===== src/rtl/vector_issue_scheduler.sv =====
// Issue scheduler steering vector ops to the logic/shift units, with a writeback
// reservation table that serialises commits and blocks RAW/WAW and commit-slot conflicts.
module vector_issue_scheduler #(
  parameter int unsigned LOGIC_LATENCY = 1,
  parameter int unsigned SHIFT_LATENCY = 3,
  parameter int unsigned REG_IDX_W     = 5
) (
  input  logic                 clock,
  input  logic                 reset_n,
  input  logic                 in_valid,
  output logic                 in_ready,
  input  logic                 in_unit,
  input  logic [REG_IDX_W-1:0] in_vd,
  input  logic [REG_IDX_W-1:0] in_vs2,
  input  logic [REG_IDX_W-1:0] in_vs1,
  input  logic                 in_uses_vs1,
  input  logic                 flush,
  output logic                 logic_issue,
  output logic                 shift_issue,
  output logic                 wb_valid,
  output logic                 wb_unit,
  output logic [REG_IDX_W-1:0] wb_vd,
  output logic                 busy,
  output logic [15:0]          stall_count
);

  localparam int unsigned MaxLat = (LOGIC_LATENCY > SHIFT_LATENCY) ? LOGIC_LATENCY
                                                                    : SHIFT_LATENCY;

  // Slot k describes the result committing k cycles from now.
  logic [MaxLat-1:0]                valid_q, valid_d;
  logic [MaxLat-1:0]                unit_q, unit_d;
  logic [MaxLat-1:0][REG_IDX_W-1:0] vd_q, vd_d;
  logic [15:0]                      stall_q, stall_d;

  logic [MaxLat-1:0] struct_vec, raw_vec, waw_vec;
  int unsigned       lat;
  logic              accept;

  assign lat = in_unit ? SHIFT_LATENCY : LOGIC_LATENCY;

  for (genvar k = 0; k < MaxLat; k++) begin : g_slot
    logic                 sh_valid;
    logic                 sh_unit;
    logic [REG_IDX_W-1:0] sh_vd;
    logic                 wr;

    // An op of latency L lands in slot L-1, which slot L would shift into.
    assign struct_vec[k] = valid_q[k] && (lat == k);
    assign raw_vec[k]    = valid_q[k] &&
                           ((vd_q[k] == in_vs2) || (in_uses_vs1 && (vd_q[k] == in_vs1)));
    assign waw_vec[k]    = valid_q[k] && (vd_q[k] == in_vd);

    if (k == MaxLat - 1) begin : g_top
      assign sh_valid = 1'b0;
      assign sh_unit  = 1'b0;
      assign sh_vd    = '0;
    end else begin : g_mid
      assign sh_valid = valid_q[k+1];
      assign sh_unit  = unit_q[k+1];
      assign sh_vd    = vd_q[k+1];
    end

    assign wr         = accept && (lat == k + 1);
    assign valid_d[k] = !flush && (wr || sh_valid);
    assign unit_d[k]  = wr ? in_unit : sh_unit;
    assign vd_d[k]    = wr ? in_vd : sh_vd;
  end

  assign in_ready    = !flush && !(|struct_vec) && !(|raw_vec) && !(|waw_vec);
  assign accept      = in_valid && in_ready;
  assign logic_issue = accept && !in_unit;
  assign shift_issue = accept && in_unit;

  always_comb begin
    stall_d = stall_q;
    if (in_valid && !in_ready && (stall_q != 16'hFFFF)) begin
      stall_d = stall_q + 16'd1;
    end
  end

  always_ff @(posedge clock or negedge reset_n) begin
    if (!reset_n) begin
      valid_q <= '0;
      unit_q  <= '0;
      vd_q    <= '0;
      stall_q <= '0;
    end else begin
      valid_q <= valid_d;
      unit_q  <= unit_d;
      vd_q    <= vd_d;
      stall_q <= stall_d;
    end
  end

  assign wb_valid    = valid_q[0];
  assign wb_unit     = unit_q[0];
  assign wb_vd       = vd_q[0];
  assign busy        = |valid_q;
  assign stall_count = stall_q;

endmodule

===== config.mk =====
export PLATFORM = sky130hd
export DESIGN_NAME = vector_issue_scheduler
export DESIGN_NICKNAME = d
export VERILOG_FILES = /design/src/rtl/vector_issue_scheduler.sv
export SDC_FILE = /design/constraint.sdc
export NUM_CORES = 1
export LEC_CHECK = 0
export CAP_MARGIN = 20
export CORE_ASPECT_RATIO = 1.75
export CORE_MARGIN = 5
export CORE_UTILIZATION = 45
export DETAILED_ROUTE_END_ITERATION = 16
export PLACE_DENSITY = 0.73
export SLEW_MARGIN = 20
export SYNTH_ARGS = -nofsm -noshare
export SYNTH_HDL_FRONTEND = slang
export SYNTH_SLANG_ARGS = --single-unit

===== constraint.sdc =====
create_clock -name clock -period 3.53 [get_ports clock]
set_input_delay 1.059 -clock clock [delete_from_list [all_inputs] [get_ports clock]]
set_output_delay 1.059 -clock clock [all_outputs]
set_load 0.02 [all_outputs]

* Word level (Yosys, flattened, before mapping)
Cells that the tools add are included.
** Storage, ports and cells
- Word-level logic and storage cells :: 69
- Flip-flop bits (word level) :: 37
- Output and inout bits :: 27
** Operators by class
- Eq/ne operators :: 13
- Reductions and logical operators :: 42
- Mux-type cells :: 7
- Add/sub/neg operators :: 1
** Operators by type and width (count)
- 5-bit == test :: 9
- 32-bit logical NOT :: 1
- 1-bit logical AND :: 26
- 16-bit by 1-bit adder with 16-bit output (second input constant) :: 1
- 16-bit inequality test (second input constant) :: 1
- 5-bit 2-to-1 mux :: 3
- 3-bit OR reduction :: 4
- 1-bit logical NOT :: 6
- 1-bit logical OR :: 5
- 2-bit == test (second input constant) :: 2
- 1-bit 2-to-1 mux :: 3
- 2-bit by 1-bit == test with 1-bit output (second input constant) :: 1
- 2-bit 2-to-1 mux :: 1

* Depth between registers and ports, before layout
Gate-level depths: netlist of the first run.
- Word-level depth :: 12
- Mapped depth :: 9

* Worst setup path after synthesis of the first run
Ideal clock, no wire load.
- Path kind :: input-to-output
- Start point :: input port in_vs1[1]
- End point :: output port in_ready
- Required time :: 2.471 ns
- Cell stages on the path :: 8
- Path slack :: 0.150 ns
- Arrival time :: 2.321 ns
- Cell sequence :: xor2_1 nor4_1 nand3_1 a41o_1 nand4b_1 buf_4 buf_2 inv_1
** Between the ends
- Word-level cells in the longest chain between the ends :: 8
- Elaborated cells between the ends (all ways) :: 16
** RTL lines
- from (decl) :: RTL line 15 : input logic [REG_IDX_W-1:0] in_vs1,
- 5-bit == test :: RTL line 51 : ((vd_q[k] == in_vs2) || (in_uses_vs1 && (vd_q[k] == in_vs1)));
- 1-bit logical AND :: RTL line 51
- 1-bit logical OR :: RTL line 51
- 1-bit logical AND :: RTL line 50 : assign raw_vec[k] = valid_q[k] &&
- 3-bit OR reduction (*) :: RTL line 70 : assign in_ready = !flush && !(|struct_vec) && !(|raw_vec) && !(|waw_vec);
- 1-bit logical NOT (*) :: RTL line 70
- 1-bit logical AND (*) (2 in a row) :: RTL line 70
- to (decl) :: RTL line 11 : output logic in_ready,
Mark *: on every way between the ends. The rest lies on a longest branch, timed or not.

* Final worst setup path of the first run
- Start point :: input port in_vd[0]
- End point :: output port logic_issue
** Between the ends
- Word-level cells in the longest chain between the ends :: 7
- Elaborated cells between the ends (all ways) :: 11
** RTL lines
- from (decl) :: RTL line 13 : input logic [REG_IDX_W-1:0] in_vd,
- 5-bit == test :: RTL line 52 : assign waw_vec[k] = valid_q[k] && (vd_q[k] == in_vd);
- 1-bit logical AND :: RTL line 52
- 3-bit OR reduction (*) :: RTL line 70
- 1-bit logical NOT (*) :: RTL line 70
- 1-bit logical AND (*) :: RTL line 70
- 1-bit logical AND (*) :: RTL line 71 : assign accept = in_valid && in_ready;
- 1-bit logical AND (*) :: RTL line 72 : assign logic_issue = accept && !in_unit;
- to (decl) :: RTL line 18 : output logic logic_issue,
Marks and branches as above.

==> results of run 1 <==
-- timing repair --
action,CTS,global route
pin swaps,17,8
resized for setup,100,20
gates cloned,0,0
endpoints found under the setup margin,3,3
buffers inserted,1,2
-- sequential cells by signal, indices dropped and copies added, names as in the netlist --
name          flops
stall_count      16
g_slot.sh_vd     10
wb_vd             5
unit_q            3
valid_q           3
-- where the power goes --
group / switching, W / internal [W] / leakage, nW
clock: 0.000146 / 0.000137 / 0.0450
sequential: 0.0000553 / 0.000464 / 0.495
combinational: 0.000156 / 0.000168 / 0.807
total: 0.000357 / 0.000768 / 1.35
-- cells in the mapped netlist --
master / count / area [um^2]
a41oi_1: 1 / 8.76
or3_1: 1 / 6.26
a41o_1: 1 / 10.0
xor2_1: 34 / 298
buf_6: 1 / 11.3
mux2_4: 5 / 75.1
a31oi_1: 1 / 6.26
inv_1: 4 / 15.0
nor2_1: 7 / 26.3
nand4b_1: 1 / 8.76
or3b_1: 2 / 17.5
dfrtp_1: 37 / 926
ha_1: 1 / 12.5
and3_1: 11 / 68.8
mux2_2: 2 / 22.5
nand4_1: 10 / 62.6
nor4_1: 7 / 43.8
nand3_1: 15 / 75.1
clkbuf_1: 2 / 7.51
buf_4: 1 / 7.51
nor2b_1: 1 / 6.26
mux2i_1: 1 / 10.0
buf_2: 1 / 5.00
xnor2_1: 24 / 210
nand2_1: 5 / 18.8
nand2b_1: 1 / 6.26
a21oi_1: 1 / 5.00
nor3_1: 3 / 15.0
and2_1: 7 / 43.8
-- cell families after synthesis --
logic type               share of synthesized area
XOR/XNOR                                     0.250
AND/OR/NAND/NOR                              0.197
buffers and inverters                       0.0228
adder cells (fa/ha/maj)                    0.00616
multiplexers                                0.0530
AO/OA/AOI/OAI                               0.0148
flip-flops                                   0.456
-- cell type report --
class                           instances  area share
Sequential cell                        37       0.320
Tap cell                               51      0.0221
Inverter                                4     0.00519
Multi-Input combinational cell        142       0.416
Clock inverter                          2     0.00346
Clock buffer                            6      0.0251
Timing Repair Buffer                   65       0.207
-- stage by stage --
| step | instances | area [um^2] | util |
|---|---|---|---|
| finish | 307 | 2890 | 0.656 |
| detailed placement | 296 | 2640 | 0.599 |
| CTS | 305 | 2770 | 0.628 |
| floorplan | 188 | 2030 | - |
| global placement | 296 | 2640 | 0.599 |
| global route | 307 | 2890 | 0.656 |
-- worst min path at each step --
stage	from	to	depth (start not counted)	slack [ns]
floorplan	unit_q[2]	unit_q[1]	0	0.33
global placement	unit_q[2]	unit_q[1]	0	0.33
detailed placement	unit_q[2]	unit_q[1]	0	0.34
global route	unit_q[2]	unit_q[1]	0	0.37
CTS	unit_q[2]	unit_q[1]	0	0.36
finish	unit_q[2]	unit_q[1]	0	0.36
-- worst register-to-register path, delay by kind of cell, from the launching register on --
kind                   cells  cell delay (ns)
AO/OA/AOI/OAI              1             0.04
XOR/XNOR                   2             0.36
buffers and inverters      4             0.53
flip-flops                 1             0.49
AND/OR/NAND/NOR            4             1.05
-- per-layer routing --
metal	global-route usage	up-vias
met5	0	-
met4	0.0968	0
met3	0.0315	11
met2	0.314	51
met1	0.214	783
li1	-	775
==> results.md, run 1 <==
- Fin. max-slew vios: 0
- DRC: 0
- Actual slew at the worst max-slew pin: 0.834 ns
- Gpl congestion: 0.943
- Post-synthesis sequential area ratio: 0.456
- Share of cells above drive strength 1: 0.262
- R2R depth: 11
- Die width: 60.8 um
- Leakage: 1.35 nW
- Die Y: 98.8 um
- Initial core utilization: 0.461
- H-tree depth: 2
- Gr usage total: 0.185
- Setup slack, reg-to-reg: 0.96 ns
- Vias in the first global route: 1722
- WL/cell: 16.9 um
- Met3 wire length: 247 um
- WP depth: 9
- Clk slew on worst S/H paths: 0.07 ns
- Routed met2 length: 2840 um
- Buf+Inv Stages, Crit Path: 3
- Global route overflow: 0
- Ports: 48
- Critical Path Source Type: primary input
- Crit Reg-Reg Startpoint: wb_vd[4]
- Sink Count: 37
- CTS buffer count: 5
- Max FO, Critical Path: 4
- Clk buf depth: 2
- CTS Hold Bufs: 0
- Via Count: 1620
- Setup TNS: -0.0320 ns
- Worst hold slack: 0.357 ns
- Synthesized flop and latch total: 37
- Syn_nets: 210
- Power density over the cells: 389 nW/um^2
- Worst setup path start: in_vd[0]
- CP arrival: 2.50 ns
- Worst setup margin: -0.0320 ns
- RSZ-0062 raised after global routing: yes
- Worst-Skew Late Latency: 0.29 ns
- Syn avg cell area: 10.8 um^2
- Worst clock skew: 0.00862 ns
- Hpwl dp: 3870 um
- Failing checks: negative setup slack
- Multi-input gate area: 1200 um^2
- Worst min path class: reg -> reg
- Final setup violation count: 1
- First-pass GRT wire length: 8300 um
- Critical path cell sequence: buf_6 > xor2_2 > nor4_4 > and3_1 > a31oi_1 > nand4b_1 > or3b_1 > inv_1 > buf_6
- MaxCap Viol Count: 0
- Final Hold Vio Count: 0
- Met1 WL: 1960 um
- Largest net degree at the start of global routing: 38
- Peak VDD IR: 0.501 mV
- Die ar.: 6010 um^2
- Slowest-stage cell, CP: or3b_1
- Dpl ws: -1.04 ns
- Worst stage delay on the critical path: 0.42 ns
- CTS root buf: clkbuf_8
- Yosys warns: 0
- Distinct cells, synth: 29
- Total chip power: 0.00113 W
- Area delta synth->final: 42.4%
- Post-Syn Area: 2030 um^2
- Top sig layer: met4
- Most common cell after layout, fill and taps aside: dfrtp_1
- Post-layout nets: 277
- Antenna-violating nets left: 0
- Slew headroom: 0.444
- Starting DRT DRC Count: 63
- Rows: 32
- Vias/cell: 5.28
- Gate family responsible for the most delay along the worst path: simple AND/OR/NAND/NOR gates
- Drt first pass iters: 4
- Tmin final: 3.56 ns
- Highest Clock Rate: 281 MHz
- Worst setup EP type: output port
- Most frequent cells in the layout: 37 x dfrtp_1, 27 x clkdlybuf4s50_1, 26 x xor2_1
- R2R Path End: stall_count[6]
- Antenna Cells: 0
- Fillers: 362
- CTS tree: built
- Mapped Cells: 188
- CP most frequent cell: buf_6
- Tcrit/Tclk final: 1.01
- Status: finished, violations left
- Initial antenna violation count: 0
- Core region area: 4400 um^2
- Routed WL: 5200 um
- Worst endpoint required time: 2.47 ns
- Critical path endpoint: logic_issue
- Critical path type: in -> out
- Port Buffers: 47
- Total area of sequential cells: 926 um^2
Power figures use the tool's default switching activity.
==> run 2: changes to the inputs <==
--- a/config.mk
+++ b/config.mk
@@ -11,6 +11,7 @@
 export CORE_UTILIZATION = 45
 export DETAILED_ROUTE_END_ITERATION = 16
 export PLACE_DENSITY = 0.73
+export SKIP_LAST_GASP = 1
 export SLEW_MARGIN = 20
 export SYNTH_ARGS = -nofsm -noshare
 export SYNTH_HDL_FRONTEND = slang
==> results of run 2 <==
No change in the layout: final DEF, timing and power equal those of run 1.
==> run 3: changes to the inputs <==
--- a/config.mk
+++ b/config.mk
@@ -12,7 +12,6 @@
 export DETAILED_ROUTE_END_ITERATION = 16
 export PLACE_DENSITY = 0.73
 export SKIP_LAST_GASP = 1
-export SLEW_MARGIN = 20
 export SYNTH_ARGS = -nofsm -noshare
 export SYNTH_HDL_FRONTEND = slang
 export SYNTH_SLANG_ARGS = --single-unit
==> results of run 3 <==
No change in the layout: final DEF, timing and power equal those of run 1.
